### src/rtl/sub_mod_pkg.sv
// Shared constants for the sub_mod subtract unit.
package sub_mod_pkg;

  localparam int unsigned SUB_MOD_DEFAULT_SIZE = 4;
  localparam int unsigned SUB_MOD_MAX_SIZE     = 64;

  localparam logic [SUB_MOD_MAX_SIZE-1:0] SUB_MOD_SUM_RST = '0;

endpackage

### src/rtl/sub_mod_fa.sv
// sub_fa_cell: one-bit full adder, the repeated cell of the subtract ripple chain.
module sub_fa_cell (
  input  logic x,
  input  logic y,
  input  logic cin,
  output logic s,
  output logic cout
);

  logic p;

  always_comb begin
    p    = x ^ y;
    s    = p ^ cin;
    cout = (x & y) | (cin & p);
  end

endmodule

### src/rtl/sub_mod.sv
// sub_mod: registered a - b via a ripple chain of a + ~b + 1, one-cycle latency.
// Optional SUB_MOD_OVF_EN adds the registered signed-overflow output ovf.
module sub_mod
  import sub_mod_pkg::*;
#(
  parameter int unsigned size = SUB_MOD_DEFAULT_SIZE
) (
  input  logic            clk,
  input  logic            rst,
  input  logic [size-1:0] a,
  input  logic [size-1:0] b,
  output logic            c_out,
  output logic [size-1:0] sum
`ifdef SUB_MOD_OVF_EN
  ,
  output logic            ovf
`endif
);

  if (size < 1 || size > SUB_MOD_MAX_SIZE) begin : g_bad_size
    $error("sub_mod: size must be in 1..%0d", SUB_MOD_MAX_SIZE);
  end

  logic [size:0]   carry;
  logic [size-1:0] diff;

  logic [size-1:0] sum_d, sum_q;
  logic            c_out_d, c_out_q;

  // Inverted b into every cell plus carry-in of 1 forms the two's-complement negate.
  assign carry[0] = 1'b1;

  for (genvar i = 0; i < size; i++) begin : g_chain
    sub_fa_cell u_fa (
      .x    (a[i]),
      .y    (~b[i]),
      .cin  (carry[i]),
      .s    (diff[i]),
      .cout (carry[i+1])
    );
  end

  always_comb begin
    sum_d   = diff;
    c_out_d = carry[size];
  end

  always_ff @(posedge clk) begin
    if (rst) begin
      sum_q   <= SUB_MOD_SUM_RST[size-1:0];
      c_out_q <= 1'b0;
    end else begin
      sum_q   <= sum_d;
      c_out_q <= c_out_d;
    end
  end

  assign sum   = sum_q;
  assign c_out = c_out_q;

`ifdef SUB_MOD_OVF_EN
  logic ovf_d, ovf_q;

  always_comb begin
    ovf_d = (a[size-1] != b[size-1]) && (diff[size-1] != a[size-1]);
  end

  always_ff @(posedge clk) begin
    if (rst) ovf_q <= 1'b0;
    else     ovf_q <= ovf_d;
  end

  assign ovf = ovf_q;
`endif

endmodule

### config.mk
export PLATFORM = sky130hd
export DESIGN_NAME = sub_mod
export DESIGN_NICKNAME = d
export VERILOG_FILES = /design/src/rtl/sub_mod_pkg.sv /design/src/rtl/sub_mod_fa.sv /design/src/rtl/sub_mod.sv
export SDC_FILE = /design/constraint.sdc
export NUM_CORES = 1
export LEC_CHECK = 0
export BUFFER_PORTS_ARGS = -buffer_cell sky130_fd_sc_hd__buf_2
export CAP_MARGIN = 20
export CORE_AREA = 2 2 39 41
export CTS_CLUSTER_SIZE = 30
export DETAILED_ROUTE_END_ITERATION = 8
export DIE_AREA = 0 0 41 43
export GPL_TIMING_DRIVEN = 0
export PLACE_DENSITY = 0.45
export SLEW_MARGIN = 20
export SYNTH_ARGS = -nofsm -noshare
export SYNTH_HDL_FRONTEND = slang
export SYNTH_SLANG_ARGS = --single-unit
export TNS_END_PERCENT = 50
### constraint.sdc
create_clock -name clk -period 2.1 [get_ports clk]
set_input_delay 0.21 -clock clk [delete_from_list [all_inputs] [get_ports clk]]
set_output_delay 0.21 -clock clk [all_outputs]
set_load 0.05 [all_outputs]
## Yosys cells after proc, flatten, opt, wreduce, memory -nomap -nowiden

Index checks and enable logic that the tools add are counted.

- Output and inout bits: 5
- Register bits: 5
- Input port bits: 10

- Bitwise gates (word level): 23

Operators by type and width:

| kind | count |
|---|---|
| $and A1 B1 Y1 | 7 |
| $xor A1 B1 Y1 | 7 |
| $not A1 Y1 | 5 |
| $or A1 B1 Y1 | 4 |

## Depth between registers and ports, before layout

- Depth in word-level cells: 9
- Mapped depth: 7
- Depth with buffers taken out: 7

## Hierarchy

From an unflattened synthesis, not the netlist that was laid out.

- Cells, all modules: 19
- Area total of the unflattened synthesis: 230.2 um2

Modules (own cells, without submodules):

| module | area each (um2) | cells an instance | sequential area each (um2) | times used |
|---|---|---|---|---|
| sub_mod | 150.1 | 15 | 100.1 | 1 |
| sub_fa_cell | 20.0 | 1 | 0.0 | 4 |

## Worst setup path before layout

Ideal clock, no wire load.

- Path kind: input to register
- Start point: in a[0]
- End point: reg sum_q[3] (netlist: sum[3])
- Cell stages on the path: 7
- Data required time: 1.986 ns
- Path slack: 0.260 ns
- Setup time: 0.114 ns
- Path buffers: 0
- Arrival time: 1.726 ns
- Cell sequence: inv_1 ha_1 fa_1 fa_1 inv_1 fa_1 nor2b_1

- Cells in the longest elaborated chain, start to end: 7
- Elaborated cells between the ends (all ways): 8
- Those cells by class: bitwise: 8

RTL lines:

| what | RTL line | text |
|---|---|---|
| start: declaration | sub_mod.sv:10 | `input logic [size-1:0] a,` |
| $and A1 B1 Y1 or $xor A1 B1 Y1 (tied branches) | sub_mod_fa.sv:15, sub_mod_fa.sv:13 |  |
| $or A1 B1 Y1 * | sub_mod_fa.sv:15 | `cout = (x & y) \| (cin & p);` |
| $and A1 B1 Y1 * | sub_mod_fa.sv:15 |  |
| $or A1 B1 Y1 * | sub_mod_fa.sv:15 |  |
| $and A1 B1 Y1 * | sub_mod_fa.sv:15 |  |
| $or A1 B1 Y1 * | sub_mod_fa.sv:15 |  |
| $xor A1 B1 Y1 * | sub_mod_fa.sv:14 | `s = p ^ cin;` |
| named net g_chain[3].u_fa.s | sub_mod_fa.sv:6 | `output logic s,` |
| end signal: assignment | sub_mod.sv:50 | `sum_q <= SUB_MOD_SUM_RST[size-1:0];` |
| end signal: assignment | sub_mod.sv:53 | `sum_q <= sum_d;` |
| end: declaration | sub_mod.sv:27 | `logic [size-1:0] sum_d, sum_q;` |

Mark *: on every way through the listed nets, which the timed path passes. The rest lies on a longest branch.
A chain may end at the register's enable or synchronous reset.

## Worst setup path in the final report

Ends and elaborated chain as after synthesis.

==> flow_metrics.py <==
metrics = {
    "global_route": {
        "grt_max_degree": 6,
        "grt_usage_pct": 5.35,
        "antenna_found_initial": 0,
        "grt_overflow": 0,
        "grt_pass1_vias": 163,
        "grt_pass1_wl_um": 579,
    },
    "clock_network": {
        "tritoncts": "built",
        "clock-sinks": 5,
        "postCtsHoldBufs": 0,
        "cts_root_buf": "clkbuf_4",
        "cts_resized": 0,
        "clkTransAtPathRegs_ps": 40,
        "h-tree-depth": 1,
        "post_cts_buffers": 0,
        "cts_inserted_buffers": 3,
        "clockBufferDepth": 2,
    },
    "synth": {
        "ys_ff_latch": 5,
        "ys_seq_area_share_pct": 46.5,
        "synth_fp_nets": 33,
        "synth.avg_cell_area_um2": 11.3,
        "syn_inst": 19,
        "synth_area_um2": 215,
        "yosysWarnings": 0,
        "ys_types": 6,
    },
    "timing": {
        "drv_slew": 0,
        "hold_viol": 0,
        "layout_min_cycle_time_ps": 1730,
        "setup_violations": 0,
        "fin_tns_setup_ps": 0,
        "slew_headroom_pct": 83.4,
        "max_freq_mhz": 578,
        "worst_pin_slew_ps": 251,
        "rsz0062_at_grt": "no",
        "finalCritPeriodShare_pct": 82.4,
    },
    "setup_path": {
        "max_stage_delay_ps": 400,
        "worst_path_most_repeated_cell": "fa_1",
        "crit_fanout": 1,
        "endpoint": "sum[3]",
        "crit_type": "in -> reg",
        "start_kind": "input port",
        "crit_chain": "buf_2 -> inv_1 -> ha_1 -> fa_1 -> fa_1 -> inv_1 -> fa_1 -> nor2b_1",
        "cp_num_buf_inv": 3,
        "critPathSlowestCell": "fa_1",
        "crit_family": "adder cells",
        "cp_num_cells": 8,
        "startpoint": "a[0]",
        "cp_data_arrival_time_ps": 1860,
        "critPathCaptureType": "register",
        "required_ps": 2230,
    },
    "route": {
        "firstDrtPassIters": 1,
        "drt_iter0_markers": 0,
        "via_count": 158,
        "drc": 0,
        "wl_um": 355,
        "ant_nets": 0,
        "wl_per_cell_um": 6.70,
        "viasPerCell": 2.98,
    },
    "power": {
        "p_sw_uw": 87.8,
        "leakagePower_nw": 0.183,
        "p_seq_share_pct": 37.3,
        "clockPowerShare_pct": 37.1,
        "switching_share_pct": 30.6,
        "p_int_uw": 199,
        "power_density_nw_per_um2": 865,
        "ir_drop_mv": 0.157,
        "p_comb_share_pct": 25.5,
    },
    "die": {
        "rows": 14,
        "core-area_um2": 1380,
        "initial_utilization_pct": 15.6,
        "die_w_um": 41,
        "design.portCount": 15,
        "die-area_um2": 1760,
        "die_y_um": 43,
    },
    "final_layout": {
        "layout_common_cells": "buf_2, inv_1, dfxtp_1",
        "syn_to_final_growth_pct": 54.1,
        "nets": 52,
        "n_antenna_cell": 0,
        "post-route-util_pct": 24.0,
        "final_common_cell": "buf_2",
        "drive_gt1_share_pct": 45.9,
    },
    "hold_path": {
        "min_path_type": "in -> reg",
        "hold_path_depth": 2,
    },
    "outcome": {
        "status": "completed",
    },
    "place": {
        "portBuffers": 14,
        "place_congestion": 0.600,
    },
    "run": {
        "drv_cap": 0,
    },
}
[state kept, by name (all words and copies together) (netlist names)]
signal	flops
c_out	1
sum	4
[cell usage after synthesis, drive strengths merged]
cell / n / area, um2
inv: 5 / 18.8
dfxtp: 5 / 100
nor2b: 2 / 12.5
fa: 3 / 60.1
nor2: 3 / 11.3
ha: 1 / 12.5
[power groups by stage]
stage	logic, mW	clock network (mW)	registers [mW]
6_report	0.0732	0.106	0.107
5_1_grt	0.0800	0.124	0.108
4_1_cts	0.0744	0.114	0.107
3_5_place_dp	0.0742	0	0.109
3_3_place_gp	0.0740	0	0.109
2_1_floorplan	0.0159	0	0.144
[stage by stage]
stage | worst slack (ps) | std cells | power (mW) | area, um2 | hold slack [ps]
5_1_grt | 294 | 53 | 0.312 | 332 | 196
3_3_place_gp | 126 | 49 | 0.183 | 305 | 433
4_1_cts | 373 | 53 | 0.295 | 332 | 173
2_1_floorplan | 260 | 19 | 0.160 | 215 | 277
6_report | 369 | 53 | 0.287 | 332 | 185
3_5_place_dp | 115 | 49 | 0.183 | 305 | 427
[layout make-up]
| class | instances | area [um2] |
|---|---|---|
| flip-flops and latches | 5 | 100 |
| multi-input cells | 9 | 96.3 |
| well taps | 16 | 20.0 |
| clock buffers | 4 | 26.3 |
| fillers | 163 | 1050 |
| repair buffers | 14 | 70.1 |
| inverters | 5 | 18.8 |
[worst min path at each step]
stage,start,to
after floorplan,rst,sum[2]
after global placement,rst,sum[2]
after detailed placement,rst,sum[2]
after CTS,rst,sum[2]
after global routing,rst,c_out
final,rst,sum[2]
[routing by layer]
| metal | part of all wire (%) | vias up | global-route usage, % |
|---|---|---|---|
| li1 | - | 88 | - |
| met1 | 46 | 55 | 6.56 |
| met2 | 30 | 15 | 5.31 |
| met3 | 24 | 0 | 3.66 |
| met4 | 0 | 0 | 6.00 |
| met5 | 0 | - | 0 |
[logic make-up (layout without fill, tap and decap cells)]
kind of cell	after synthesis	in the layout	share of synthesized area [%]
fa+ha+maj	4	4	33.7
buf+inv	5	23	8.72
flops	5	5	46.5
simple gates	5	5	11.0
Note: power is estimated with default switching activity, not from simulation.
